$ cat src/rtl/bmem_line_arbiter.sv
// Arbitrates I-cache and D-cache 256-bit line traffic onto a 64-bit burst memory port.
// Writes are serialised into 4 beats; read beats are steered back by returned line address.
module bmem_line_arbiter #(
    parameter int unsigned ADDR_W = 32,
    parameter int unsigned LINE_W = 256
) (
    input  logic              clk,
    input  logic              rst,
    input  logic [ADDR_W-1:0] i_addr,
    input  logic              i_read,
    output logic [LINE_W-1:0] i_rdata,
    output logic              i_resp,
    input  logic [ADDR_W-1:0] d_addr,
    input  logic              d_read,
    input  logic              d_write,
    input  logic [LINE_W-1:0] d_wdata,
    output logic [LINE_W-1:0] d_rdata,
    output logic              d_resp,
    output logic [ADDR_W-1:0] bmem_addr,
    output logic              bmem_read,
    output logic              bmem_write,
    output logic [63:0]       bmem_wdata,
    input  logic              bmem_ready,
    input  logic [ADDR_W-1:0] bmem_raddr,
    input  logic [63:0]       bmem_rdata,
    input  logic              bmem_rvalid,
    output logic              err
);

    typedef enum logic {IDLE, WBEAT} state_t;

    state_t            state;
    logic [1:0]        wbeat;
    logic [ADDR_W-6:0] w_line;
    logic [ADDR_W-6:0] i_line;
    logic [ADDR_W-6:0] d_line;
    logic              i_out;
    logic              d_out;
    logic [1:0]        i_cnt;
    logic [1:0]        d_cnt;
    logic              rr_d;

    logic [ADDR_W-6:0] i_req_line;
    logic [ADDR_W-6:0] d_req_line;
    logic [ADDR_W-6:0] r_line;
    logic              i_elig;
    logic              d_elig;
    logic              grant_i;
    logic              grant_d;
    logic              hit_i;
    logic              hit_d;
    logic              miss;
    logic              unused_low_bits;

    assign i_req_line      = i_addr[ADDR_W-1:5];
    assign d_req_line      = d_addr[ADDR_W-1:5];
    assign r_line          = bmem_raddr[ADDR_W-1:5];
    assign unused_low_bits = ^{i_addr[4:0], d_addr[4:0], bmem_raddr[4:0]};

    // A client is blocked while outstanding, during its resp cycle, and by a same-line read of the other client.
    always_comb begin
        i_elig  = 1'b0;
        d_elig  = 1'b0;
        grant_i = 1'b0;
        grant_d = 1'b0;
        if (rst && state == IDLE && bmem_ready) begin
            i_elig = i_read && !i_out && !i_resp && !(d_out && d_line == i_req_line);
            d_elig = (d_read || d_write) && !d_out && !d_resp &&
                     !(d_read && !d_write && i_out && i_line == d_req_line);
        end
        grant_d = d_elig && (rr_d || !i_elig);
        grant_i = i_elig && !grant_d;
    end

    // Issue is combinational so a request goes out in the same cycle bmem_ready is seen.
    always_comb begin
        bmem_addr  = '0;
        bmem_read  = 1'b0;
        bmem_write = 1'b0;
        bmem_wdata = '0;
        if (rst && state == WBEAT) begin
            bmem_write = 1'b1;
            bmem_addr  = {w_line, 5'b0};
            bmem_wdata = d_wdata[{wbeat, 6'b0} +: 64];
        end else if (grant_d) begin
            bmem_addr = {d_req_line, 5'b0};
            if (d_write) begin
                bmem_write = 1'b1;
                bmem_wdata = d_wdata[63:0];
            end else begin
                bmem_read = 1'b1;
            end
        end else if (grant_i) begin
            bmem_addr = {i_req_line, 5'b0};
            bmem_read = 1'b1;
        end
    end

    always_comb begin
        hit_i = bmem_rvalid && i_out && i_line == r_line;
        hit_d = bmem_rvalid && d_out && d_line == r_line && !hit_i;
        miss  = bmem_rvalid && !hit_i && !hit_d;
    end

    always_ff @(posedge clk) begin
        if (!rst) begin
            state   <= IDLE;
            wbeat   <= '0;
            w_line  <= '0;
            i_line  <= '0;
            d_line  <= '0;
            i_out   <= 1'b0;
            d_out   <= 1'b0;
            i_cnt   <= '0;
            d_cnt   <= '0;
            rr_d    <= 1'b1;
            i_rdata <= '0;
            d_rdata <= '0;
            i_resp  <= 1'b0;
            d_resp  <= 1'b0;
            err     <= 1'b0;
        end else begin
            i_resp <= 1'b0;
            d_resp <= 1'b0;

            case (state)
                IDLE: begin
                    if (grant_d && d_write) begin
                        state  <= WBEAT;
                        wbeat  <= 2'd1;
                        w_line <= d_req_line;
                    end
                end
                WBEAT: begin
                    wbeat <= wbeat + 2'd1;
                    if (wbeat == 2'd3) begin
                        state  <= IDLE;
                        d_resp <= 1'b1;
                    end
                end
                default: state <= IDLE;
            endcase

            if (grant_i || grant_d) begin
                rr_d <= !rr_d;
            end
            if (grant_i) begin
                i_out  <= 1'b1;
                i_line <= i_req_line;
                i_cnt  <= '0;
            end
            if (grant_d && !d_write) begin
                d_out  <= 1'b1;
                d_line <= d_req_line;
                d_cnt  <= '0;
            end

            if (hit_i) begin
                i_rdata[{i_cnt, 6'b0} +: 64] <= bmem_rdata;
                i_cnt <= i_cnt + 2'd1;
                if (i_cnt == 2'd3) begin
                    i_out  <= 1'b0;
                    i_resp <= 1'b1;
                end
            end
            if (hit_d) begin
                d_rdata[{d_cnt, 6'b0} +: 64] <= bmem_rdata;
                d_cnt <= d_cnt + 2'd1;
                if (d_cnt == 2'd3) begin
                    d_out  <= 1'b0;
                    d_resp <= 1'b1;
                end
            end

            if (miss || (d_read && d_write) || (i_out && !i_read) ||
                (d_out && !d_read) || (state == WBEAT && !d_write)) begin
                err <= 1'b1;
            end
        end
    end

endmodule

$ cat config.mk
export PLATFORM = sky130hd
export DESIGN_NAME = bmem_line_arbiter
export DESIGN_NICKNAME = d
export VERILOG_FILES = /design/src/rtl/bmem_line_arbiter.sv
export SDC_FILE = /design/constraint.sdc
export NUM_CORES = 1
export LEC_CHECK = 0
export ABC_AREA = 1
export BUFFER_PORTS_ARGS = -buffer_cell sky130_fd_sc_hd__buf_2
export CAP_MARGIN = 20
export CORE_AREA = 2 2 398 400
export DETAILED_ROUTE_END_ITERATION = 10
export DIE_AREA = 0 0 400 402
export PLACE_DENSITY = 0.45
export SLEW_MARGIN = 20
export SYNTH_ARGS = -nofsm -noshare
export SYNTH_HDL_FRONTEND = slang
export SYNTH_SLANG_ARGS = --single-unit
$ cat constraint.sdc
create_clock -name clk -period 3.9 [get_ports clk]
set_input_delay 0.78 -clock clk [delete_from_list [all_inputs] [get_ports clk]]
set_output_delay 0.78 -clock clk [all_outputs]
set_load 0.02 [all_outputs]
# Yosys cells after proc, flatten, opt, wreduce, memory -nomap -nowiden
# Index checks and enable logic that the tools add are counted.
totals:
  ff_bits: 606
  elab_cells: 124
op_classes:
  reduce_logical: 53
  n_mux: 37
  addsub: 5
  bitwise_logic: 1
  n_shift: 5
  n_eq_ne: 8
ops:
  columns: ["cell", "count"]
  rows:
  - ["256-bit bitwise mux", 2]
  - ["64-bit by 10-bit variable shift with 256-bit output, first input constant", 2]
  - ["64-bit by 10-bit variable part select with 256-bit output", 2]
  - ["256-bit by 9-bit variable part select with 64-bit output", 1]
  - ["64-bit two-way mux", 3]
  - ["27-bit == test", 4]
  - ["32-bit two-way mux", 3]
  - ["1-bit logical AND", 28]
  - ["1-bit two-way mux", 22]
  - ["8-bit negation with 10-bit output", 2]
  - ["1-bit zero test", 14]
  - ["2-bit two-way mux", 5]
  - ["1-bit logical OR", 7]
  - ["2-bit by 1-bit adder with 2-bit output, second input constant", 3]
  - ["2-bit == test, second input constant", 3]
  - ["2-bit one-hot mux with 2 select lines", 1]
  - ["2-bit AND reduction", 2]
  - ["2-bit nonzero test", 2]
  - ["2-bit by 1-bit != test with 1-bit output, second input constant", 1]
  - ["1-bit one-hot mux with 2 select lines", 1]
  - ["1-bit inverter", 1]

# Logic depth before layout (Yosys ltp)
depth:
  ltp_word: 13
  depth_mapped: 16

# Worst setup path after synthesis
# Ideal clock, no wire load.
synth_path:
  path_kind: "input-to-output"
  from: "input port d_write"
  to: "output port bmem_wdata[57]"
  path_buffers: 2
  path_slack_ps: 723
  t_arrival_ps: 2397
  cell_stages: 12
  path_cell_list: "clkinv_1 nand3_1 nor2_1 nand2_1 nor2_1 nand2_1 nor2_1 nor2_1 nand2_1 buf_2 clkbuf_1 o21ai_0"
synth_via:
  elab_chain_len: 10
  elab_cells_between_ends: 14
  classes_between: "4 x mux; 10 x reduce/logical"
synth_rtl:
  columns: ["item", "line", "rtl"]
  rows:
  - ["start, declared", "15", "input logic d_write,"]
  - ["1-bit zero test", "69", "!(d_read && !d_write && i_out && i_line == d_req_line);"]
  - ["1-bit logical AND (3 in a row)", "69", null]
  - ["1-bit zero test", "69", null]
  - ["1-bit logical AND", "68", "d_elig = (d_read || d_write) && !d_out && !d_resp &&"]
  - ["1-bit two-way mux", "66", "if (rst && state == IDLE && bmem_ready) begin"]
  - ["1-bit logical AND", "71", "grant_d = d_elig && (rr_d || !i_elig);"]
  - ["64-bit two-way mux (*)", "85", "end else if (grant_d) begin"]
  - ["64-bit two-way mux (*)", "81", "if (rst && state == WBEAT) begin"]
  - ["end, declared", "22", "output logic [63:0] bmem_wdata,"]
# Mark *: on every way between the ends. The rest lies on a longest branch, timed or not.

# Worst setup path after layout
layout_path:
  from: "register i_line[18]"
  to: "output port bmem_addr[29]"
layout_via:
  elab_chain_len: 11
layout_rtl:
  columns: ["item", "line", "rtl"]
  rows:
  - ["start, declared", "35", "logic [ADDR_W-6:0] i_line;"]
  - ["start signal, assigned", "149", "i_line <= i_req_line;"]
  - ["27-bit == test (*)", "69", null]
  - ["1-bit logical AND (*)", "69", null]
  - ["1-bit zero test (*)", "69", null]
  - ["1-bit logical AND (*)", "68", null]
  - ["1-bit two-way mux (*)", "66", null]
  - ["1-bit logical AND (*)", "71", null]
  - ["1-bit zero test", "72", "grant_i = i_elig && !grant_d;"]
  - ["1-bit logical AND", "72", null]
  - ["32-bit two-way mux", "93", "end else if (grant_i) begin"]
  - ["32-bit two-way mux (*)", "85", null]
  - ["32-bit two-way mux (*)", "81", null]
  - ["end, declared", "19", "output logic [ADDR_W-1:0] bmem_addr,"]
# Marks and branches as above.

==> metrics <==
status=finished, final reports clean; critical path peak fanout=9; layout cell share with drive strength beyond 1=24.2%; Die Footprint=161000 um2; Post-synth ARST share=0%; cell type with the highest aggregate area in the netlist=dfxtp_1; antenna violations before repair=50; Syn-to-layout area delta=35.4%; Setup Crit Path Kind=flip-flop to primary output; Mapped Area=about 29000 um2; setup bufs post-CTS=0; Synthesis Warnings=0; Period Utilization, post-route=a little over nine tenths; register area share after synthesis=41.2%; via/cell ratio=4.54; Global Route Usage Sum=approximately 22%; crit-path cells=inv_1 > nand2_1 > nand2_1 > nand2_1 > nor2_1 > nand3_1 > nor2_1 > nor2_1 > nand2_4 > buf_4 > nand3_1 > o211ai_1 > buf_2; TritonCTS clock tree=yes; Synth Instances=4543; Least-Margin Pin Slew=1.14 ns; sum of negative setup slack=0 ns; First-pass DRT Iterations=7; Avg Inst Size Synth=between 6 and 7 um2; Pleak=between 15 and 20 nW; Die W=400 um; RSZ-0062 raised after global routing=false; Max Fclk=~270 MHz; final instance area=around 40000 um2; Tmin final=3.72 ns; # DRC=0; Initial Util=18.8%; vias in the first global route=around 32000; Synth top area share=41.2%; Cell variety after synth=39; Critical Path End Type=primary output; H-tree Lvls=3; critical path's slowest cell=dfxtp_1; Top Ports=1036; P per Cell Area=398 nW/um2; setup violators final=0; CP endpoint=bmem_addr[29]; total power=roughly 16 mW; Sink Count=606; fin nets=around 6000; clk slew on worst S/H paths=0.06 ns; clk buf depth=3; Die Ht=402 um; launch point of the worst reg-to-reg path=d_line[14]; core area=about 160000 um2; largest net degree at the start of global routing=between 150 and 200; first-pass GRT wire length=250000 um; post-DP HPWL=138000 um; R2R Path End=d_rdata[53]; Worst Skew=a little over 0.07 ns; flops & latches, synth=606; Final Hold Viols=0; root buffer cell=clkbuf_16; ANT nets after route=0; WL/cell=24.4 um; grt ovf=0; Worst Path Required=3.12 ns; Cell Rows=146; # hold bufs at CTS=0; cts bufs inserted=81; dpl cell area=37000 um2; Critical Path Start Type=flip-flop; GPL Wtd Cong=0.932; Worst Reg-to-Reg Cells=14; Port Buf Inserts=roughly 1000; R2R Setup Slk=between 1 and 1.5 ns; critical path launch point=i_line[18]; synth top area cells=dfxtp_1 41%, nor2_1 14%, nand2_1 12%, o21ai_0 6.0%, clkbuf_1 3.3%; worst min path class=input pin to flip-flop; first-iteration detailed-routing DRC count=2775; max-cap viol count=0; Final Max Slew Viols=0; relative slew slack=between 20% and 30%; EDFF count, synth=0; vias post-DR=about 34000; Max VDD drop=0.311 mV; CP max stage delay=~0.32 ns; CP Data Arrival Time=2.94 ns; Synth Flop Type=dfxtp_1; Clk Latency, worst-skew pair=0.71 ns; Routed WL=approximately 180000 um
==> worst min-delay path by stage <==
stage	start	end	slack, ns	cells after the start
global placement	w_line[7]	w_line[7]	0.45	2
finish	d_addr[12]	w_line[7]	0.39	3
detailed placement	w_line[21]	w_line[21]	0.46	2
CTS	d_addr[12]	w_line[7]	0.32	3
floorplan	w_line[0]	w_line[0]	0.45	2
global route	d_addr[21]	d_line[16]	0.36	3
==> area by class of cell <==
class	count	area (um2)
multi-input cells	3322	15000
inverters	262	998
fillers	17922	117000
repair buffers	1135	6300
well taps	2072	2590
diodes	22	55.1
clock buffers	110	2310
flip-flops and latches	606	12100
clock inverters	36	505
==> metrics by stage <==
| stage | setup WS (ns) | instances | utilization (%) | hold WS, ns |
|---|---|---|---|---|
| 3_5_place_dp | 0.0811 | 7397 | 23.5 | 0.458 |
| 3_3_place_gp | 0.0613 | 7397 | 23.5 | 0.453 |
| 4_1_cts | 0.0162 | 7543 | 25.3 | 0.319 |
| 6_report | 0.178 | 7565 | 25.4 | 0.388 |
| 2_1_floorplan | 0.723 | 4547 | - | 0.445 |
| 5_1_grt | 0.00442 | 7557 | 25.4 | 0.363 |
==> registers in the layout, indices dropped and copies added (netlist names) <==
name and flops:
d_line 27, i_resp 1, state 1, i_line 27, d_cnt 2, i_rdata 256, w_line 27, i_out 1
err 1, d_out 1, d_rdata 256, i_cnt 2, rr_d 1, d_resp 1, wbeat 2
==> cells in the final DEF, fill, tap and decap left out, types with 6 or more instances in the layout <==
master,n
a211oi_1,25
a21oi_1,190
a31oi_1,132
buf_12,23
buf_2,1008
buf_4,102
bufinv_16,7
clkbuf_1,14
clkbuf_16,83
clkbuf_8,13
clkinv_2,16
dfxtp_1,602
diode_2,22
ha_1,10
inv_1,236
inv_2,19
nand2_1,930
nand2_2,6
nand3_1,187
nand4_1,20
nor2_1,1115
nor2_4,6
nor3_1,180
o211ai_1,24
o21ai_0,350
o21ai_1,24
o32ai_1,63
xnor2_1,17
==> synth_stat cells (2+ instances only) <==
cell,instances
o32ai_1,63
nor2_1,1122
clkinv_1,4
nor3b_1,4
or2_1,2
ha_1,13
nor3_1,181
nand2_2,4
dfxtp_1,606
buf_4,17
buf_1,11
a211oi_1,25
nor2_8,2
a21oi_1,190
clkbuf_1,258
nand3_2,4
o211ai_1,24
inv_2,16
nand4_1,20
o22ai_1,2
xnor2_1,18
buf_2,71
inv_1,242
o21ai_1,19
nand2_1,934
a31oi_1,132
nand3_1,188
xor2_1,5
o21ai_0,356
==> per-layer routing <==
layer | track usage, % | part of all wire (%) | wire length [um] | up-vias
met5 | 0 | 0.018 | 34 | -
li1 | - | - | - | 16485
met4 | 7.04 | 3.3 | 6030 | 6
met1 | 25.6 | 40 | 73400 | 16292
met3 | 5.65 | 7.5 | 13900 | 274
met2 | 38.3 | 49 | 90800 | 1257
==> kinds of logic after synthesis <==
logic type,synth area share (%)
adder cells (fa/ha/maj),0.552
other,0.0127
XOR/XNOR,0.684
flip-flops,41.2
AND/OR/NAND/NOR,33.5
AO/OA/AOI/OAI,15.7
buffers and inverters,8.40
==> worst max-delay path: cells and delay by family (launching register included) <==
family | cells | cell delay (ns)
flip-flops | 1 | 0.32
buffers and inverters | 3 | 0.60
AO/OA/AOI/OAI | 1 | 0.24
AND/OR/NAND/NOR | 9 | 1.09
==> power breakdown <==
part / internal (mW) / total, mW / switching, mW
Clock: 4.66 / 7.92 / 3.26
Sequential: 6.23 / 6.26 / 0.0380
Combinational: 0.524 / 1.71 / 1.18
Total: 11.4 / 15.9 / 4.48
==> repair_timing <==
item                                   4_1_cts  5_1_grt
pin swaps                                    0        1
resized for setup                            2       16
setup endpoints to repair                    7       54
endpoints found under the hold margin        0        0
Power figures use the tool's default switching activity.
